**src/rtl/mod_sub_pipe_pkg.sv**
```systemverilog
// Shared definitions for the segmented modular subtractor.
//   DataSizeDefault / SegSizeDefault : default operand and borrow-segment widths
//   NsegDefault                      : number of segment stages at the defaults
//   upper_offset / lower_offset      : bit offsets of each stage's slot in the
//                                      packed triangular side-band stores
package mod_sub_pipe_pkg;

    localparam int unsigned DataSizeDefault = 64;
    localparam int unsigned SegSizeDefault  = 16;
    localparam int unsigned NsegDefault     = DataSizeDefault / SegSizeDefault;

    // Stage k keeps the (nseg-1-k) segments of an operand it has not consumed yet.
    function automatic int unsigned upper_offset(input int unsigned k,
                                                 input int unsigned nseg,
                                                 input int unsigned seg);
        int unsigned off;
        off = 0;
        for (int unsigned j = 0; j < k; j++) begin
            off += (nseg - 1 - j) * seg;
        end
        return off;
    endfunction

    // Stage k holds the (k+1) difference segments produced so far.
    function automatic int unsigned lower_offset(input int unsigned k,
                                                 input int unsigned seg);
        int unsigned off;
        off = 0;
        for (int unsigned j = 0; j < k; j++) begin
            off += (j + 1) * seg;
        end
        return off;
    endfunction

endpackage

```
**src/rtl/mod_sub_pipe_fs.sv**
```systemverilog
// One-bit full subtractor (FS): {bo, d} = x - y - bi.
//   x, y : minuend / subtrahend bits
//   bi   : borrow in
//   bo   : borrow out
//   d    : difference bit
module mod_sub_pipe_fs (
    input  logic x,
    input  logic y,
    input  logic bi,
    output logic bo,
    output logic d
);

    assign d  = x ^ y ^ bi;
    assign bo = (~x & y) | (~(x ^ y) & bi);

endmodule

```
**src/rtl/mod_sub_pipe.sv**
```systemverilog
// Pipelined modular subtractor: r = (a - b) mod q for a, b < q.
// NSEG ripple-borrow segment stages (LSB first) followed by one correction stage
// that adds q back when the full subtraction borrowed. Latency NSEG+1, one op per
// cycle, global stall when the output is held. Requires NSEG >= 2.
//   clk, reset          : clock, synchronous active-low reset
//   in_valid / in_ready : operand handshake (a, b, q)
//   out_valid/out_ready : result handshake (r)
module mod_sub_pipe
    import mod_sub_pipe_pkg::*;
#(
    parameter int unsigned DATA_SIZE = DataSizeDefault,
    parameter int unsigned SEG_SIZE  = SegSizeDefault
) (
    input  logic                 clk,
    input  logic                 reset,
    input  logic                 in_valid,
    output logic                 in_ready,
    input  logic [DATA_SIZE-1:0] a,
    input  logic [DATA_SIZE-1:0] b,
    input  logic [DATA_SIZE-1:0] q,
    output logic                 out_valid,
    input  logic                 out_ready,
    output logic [DATA_SIZE-1:0] r
);

    localparam int unsigned NSEG   = DATA_SIZE / SEG_SIZE;
    localparam int unsigned UpperW = upper_offset(NSEG - 1, NSEG, SEG_SIZE);
    localparam int unsigned LowerW = lower_offset(NSEG, SEG_SIZE);
    localparam int unsigned LastLo = lower_offset(NSEG - 1, SEG_SIZE);

    logic                 advance;
    logic [UpperW-1:0]    a_up_q, a_up_d;
    logic [UpperW-1:0]    b_up_q, b_up_d;
    logic [LowerW-1:0]    diff_q, diff_d;
    logic [DATA_SIZE-1:0] mod_q [NSEG];
    logic [DATA_SIZE-1:0] mod_d [NSEG];
    logic [NSEG-1:0]      borrow_q, borrow_d;
    logic [NSEG-1:0]      valid_q, valid_d;
    logic                 out_valid_q;
    logic [DATA_SIZE-1:0] r_q, r_d;
    logic [DATA_SIZE-1:0] diff_full;

    // Whole pipeline moves together unless the output is being held.
    assign advance  = !(out_valid_q && !out_ready);
    assign in_ready = advance;

    for (genvar k = 0; k < NSEG; k++) begin : gen_stage
        logic [SEG_SIZE-1:0] seg_a, seg_b, seg_d;
        logic [SEG_SIZE:0]   chain;

        if (k == 0) begin : gen_head
            localparam int unsigned CarryW = (NSEG - 1) * SEG_SIZE;
            assign seg_a                 = a[SEG_SIZE-1:0];
            assign seg_b                 = b[SEG_SIZE-1:0];
            assign chain[0]              = 1'b0;
            assign valid_d[0]            = in_valid;
            assign mod_d[0]              = q;
            assign diff_d[SEG_SIZE-1:0]  = seg_d;
            assign a_up_d[CarryW-1:0]    = a[DATA_SIZE-1:SEG_SIZE];
            assign b_up_d[CarryW-1:0]    = b[DATA_SIZE-1:SEG_SIZE];
        end else begin : gen_tail
            localparam int unsigned PrevUp = upper_offset(k - 1, NSEG, SEG_SIZE);
            localparam int unsigned PrevLo = lower_offset(k - 1, SEG_SIZE);
            localparam int unsigned ThisLo = lower_offset(k, SEG_SIZE);
            // Lowest segment of the previous slot is the one this stage consumes.
            assign seg_a      = a_up_q[PrevUp +: SEG_SIZE];
            assign seg_b      = b_up_q[PrevUp +: SEG_SIZE];
            assign chain[0]   = borrow_q[k-1];
            assign valid_d[k] = valid_q[k-1];
            assign mod_d[k]   = mod_q[k-1];
            assign diff_d[ThisLo +: (k + 1) * SEG_SIZE] =
                {seg_d, diff_q[PrevLo +: k * SEG_SIZE]};

            if (k < NSEG - 1) begin : gen_carry
                localparam int unsigned ThisUp = upper_offset(k, NSEG, SEG_SIZE);
                localparam int unsigned CarryW = (NSEG - 1 - k) * SEG_SIZE;
                assign a_up_d[ThisUp +: CarryW] = a_up_q[PrevUp + SEG_SIZE +: CarryW];
                assign b_up_d[ThisUp +: CarryW] = b_up_q[PrevUp + SEG_SIZE +: CarryW];
            end
        end

        for (genvar i = 0; i < SEG_SIZE; i++) begin : gen_bit
            mod_sub_pipe_fs u_fs (
                .x  (seg_a[i]),
                .y  (seg_b[i]),
                .bi (chain[i]),
                .bo (chain[i+1]),
                .d  (seg_d[i])
            );
        end

        assign borrow_d[k] = chain[SEG_SIZE];
    end

    // A final borrow means a < b, so q is added back (wraps in DATA_SIZE bits).
    assign diff_full = diff_q[LastLo +: DATA_SIZE];
    assign r_d       = borrow_q[NSEG-1] ? diff_full + mod_q[NSEG-1] : diff_full;

    always_ff @(posedge clk) begin
        if (!reset) begin
            valid_q     <= '0;
            borrow_q    <= '0;
            a_up_q      <= '0;
            b_up_q      <= '0;
            diff_q      <= '0;
            mod_q       <= '{default: '0};
            out_valid_q <= 1'b0;
            r_q         <= '0;
        end else if (advance) begin
            valid_q     <= valid_d;
            borrow_q    <= borrow_d;
            a_up_q      <= a_up_d;
            b_up_q      <= b_up_d;
            diff_q      <= diff_d;
            mod_q       <= mod_d;
            out_valid_q <= valid_q[NSEG-1];
            // Bubbles leave the last result on r.
            if (valid_q[NSEG-1]) begin
                r_q <= r_d;
            end
        end
    end

    assign out_valid = out_valid_q;
    assign r         = r_q;

endmodule

```
**config.mk**
```make
export PLATFORM = sky130hd
export DESIGN_NAME = mod_sub_pipe
export DESIGN_NICKNAME = d
export VERILOG_FILES = /design/src/rtl/mod_sub_pipe_pkg.sv /design/src/rtl/mod_sub_pipe_fs.sv /design/src/rtl/mod_sub_pipe.sv
export SDC_FILE = /design/constraint.sdc
export NUM_CORES = 2
export LEC_CHECK = 0
export CAP_MARGIN = 0
export CORE_ASPECT_RATIO = 2
export CORE_MARGIN = 3
export CORE_UTILIZATION = 39
export DETAILED_ROUTE_END_ITERATION = 12
export PLACE_DENSITY = 0.64
export RECOVER_POWER = 50
export SLEW_MARGIN = 20
export SYNTH_ARGS = -nofsm -noshare
export SYNTH_HDL_FRONTEND = slang
export SYNTH_SLANG_ARGS = --single-unit
```
**constraint.sdc**
```tcl
create_clock -name clk -period 9.8 [get_ports clk]
set_input_delay 2.45 -clock clk [delete_from_list [all_inputs] [get_ports clk]]
set_output_delay 2.45 -clock clk [all_outputs]
set_load 0.005 [all_outputs]
```
==> impl_results.md <==
* Status: finished, violations left
* Failing checks: capacitance limit, slew limit
* Drt wl/cell at between 15 and 20 um
* Htree depth at 2
* Cells after Synth at 3626
* Post-Route WL at 82100 um
* Setup Fix Bufs, Post-CTS at 0
* Routability Congestion at 0.915
* Max_slew headroom at -1.71
* Vias in the first global route at 22945
* Post-synth ARST share at 0
* Diode count at 0
* Total power at 6.14 mW
* Detailed-route DRC error count at 0
* Die Area at approximately 78000 um2
* Hold Violations, Final at 0
* Worst Tran Pin Value at 4.07 ns
* Lkg Pwr at ~13 nW
* Synth area leader: dfxtp_1
* Most instantiated cells after synthesis: nand2_1 (1187), dfxtp_1 (681), a21oi_1 (668), clkbuf_1 (240), nor2_1 (137)
* Tmin final at 8.72 ns
* Finished Layout Cells at 4677
* Critical path class: in -> reg
* Die height at between 300 and 400 um
* Final period util at 0.890
* Fin area at 33900 um2
* IO Count at 262
* Post-synth top area share at 0.472
* Worst Setup End Kind: flip-flop
* Worst-skew pair later-pin latency at between 0.6 and 0.7 ns
* Unrepaired setup endpoints after global routing: false
* Register area share after synthesis at 0.472
* Initial core utilization at 0.395
* Die Wd at 198 um
* Root buf cell: clkbuf_16
* Crit path max fanout at 1
* Nets at approximately 4000
* Most frequent cell after synthesis: nand2_1
* Area of the core at 73000 um2
* Mean Syn Cell Area at 7.97 um2
* Hpwl dp at around 58000 um
* Post-CTS sizing at 0
* Final Slew Violations at roughly 660
* Critical Path RT at 10.29 ns
* Fill cells at 7389
* Hold buffers post-CTS at 0
* Worst Skew at 0.0183 ns
* Hold Path Class: reg -> reg
* ANT nets after route at 0
* #FFs+latches synth at 681
* CTS Buffer Depth at 3
* CP arrival at 9.21 ns
* Final setup fails at 0
* # rows at 140
* R2R setup slack at 2.87 ns
* Syn_nets at 3950
* GR Overflow Total at 0
* Cell total after placement at 4568
* Initial antenna violation count at 0
* Worst-path clk slew at 0.07 ns
* Tot GR Track Use at 0.205
* Netlist area before placement at 28900 um2
* Post-synth cell types at 70
* Clock sink total at 681
* Crit start category: input port
* Via/cell ratio at 5.08
* Area contributors post-synth: dfxtp_1 (47%), nand2_1 (15%), a21oi_1 (12%), fa_1 (4.4%), clkbuf_1 (3.1%)
* Max-Cap Viols at 9
* Setup TNS at 0 ns
* Reg2reg start: borrow_q[2]
* First-pass GRT wire length at 125000 um
* PD cells at 181 nW/um2
* Port buffer count at 261
* CP startpoint: a[0]
* Routed vias at around 24000
* First-iteration detailed-routing DRC count at roughly 1000
* Hold Worst Slack at roughly 0.45 ns
* Share of layout cells above drive strength 1 at 0.0376
* Largest net degree at the start of global routing at 237
* EDFF count, synth at 0
* YS warnings at 0
* Ys flop type: dfxtp_1
* DR pass1 iterations at 5
* Synth-to-layout area growth at 17.5%
* Placed inst area at 31900 um2
* Maximum VDD drop at 145 uV
* Max Fclk at 115 MHz
* Num CTS Buffers at 61
* CTS tree: done
* Worst hold start: b_up_q[48]
[report_power, final]
group | internal [mW] | switching, mW
combinational | 0.251 | 0.300
clock | 1.49 | 1.09
sequential | 2.91 | 0.104
[layer usage]
metal / vias to the layer above / routed length [um] / track usage
li1: 12146 / - / -
met1: 11083 / 30300 / 0.217
met2: 392 / 44900 / 0.397
met3: 148 / 2830 / 0.0279
met4: 0 / 3980 / 0.0916
met5: - / 0 / 0
[final timing paths]
kind / cells past startpoint / endpoint
hold reg to reg: 2 / b_up_q[48]
hold / removal: 2 / b_up_q[48]
setup reg to reg: 21 / diff_q[159]
setup / recovery: 23 / diff_q[15]
[critical path: stages]
cell,delay (ns)
clkdlybuf4s50_1,0.45
inv_1,0.04
ha_1,0.18
inv_1,0.07
fa_1,0.17
inv_1,0.05
fa_1,0.38
fa_1,0.41
fa_1,0.40
fa_1,0.41
fa_1,0.40
fa_1,0.40
fa_1,0.40
fa_1,0.40
fa_1,0.39
fa_1,0.40
fa_1,0.39
fa_1,0.40
fa_1,0.38
inv_1,0.08
fa_1,0.41
nand2_1,0.07
a21oi_1,0.09
[sequential cells by signal (all words and copies together), names as in the netlist]
register	flops
a_up_q	96
b_up_q	96
borrow_q	4
diff_q	160
mod_d	192
mod_q	64
out_valid	1
r	64
valid_q	4
[cells in the final DEF (no fill, tap or decap), types with 28 or more instances in the layout]
| cell | synthesis | layout |
|---|---|---|
| a211oi_1 | 98 | 98 |
| nand2_1 | 1187 | 1187 |
| inv_1 | 101 | 99 |
| xnor2_1 | 36 | 36 |
| dlygate4sd3_1 | 0 | 66 |
| ha_1 | 64 | 64 |
| nor2_1 | 137 | 137 |
| fa_1 | 64 | 64 |
| mux2i_1 | 34 | 34 |
| a21oi_1 | 668 | 668 |
| clkbuf_16 | 0 | 61 |
| o21ai_0 | 55 | 55 |
| dfxtp_1 | 681 | 680 |
| a21o_1 | 28 | 28 |
| clkdlybuf4s50_1 | 0 | 195 |
[kinds of logic (layout without fill, tap and decap cells)]
family	Yosys count	count (layout)	synth area share
flops	681	681	0.472
buf+inv	362	490	0.0477
xor+xnor	60	60	0.0182
mux	34	34	0.0118
compound gates	944	944	0.185
fa+ha+maj	128	128	0.0721
simple gates	1417	1417	0.193
[cell type report]
cell class | count | area [um2] | share of cell area
clock buffer | 77 | 1660 | 0.0488
clock inverter | 32 | 478 | 0.0141
inverter | 101 | 394 | 0.0116
multi-input combinational | 2583 | 13900 | 0.408
sequential | 681 | 13600 | 0.402
tap | 923 | 1150 | 0.0340
timing repair buffer | 280 | 2770 | 0.0815
[metrics by stage]
stage	setup WS, ns	util
after floorplan	1.30	-
after global placement	0.560	0.436
after detailed placement	0.470	0.436
after CTS	1.15	0.465
after global routing	0.719	0.465
final	1.08	0.465
No activity file was read; power rests on OpenSTA's default activity.
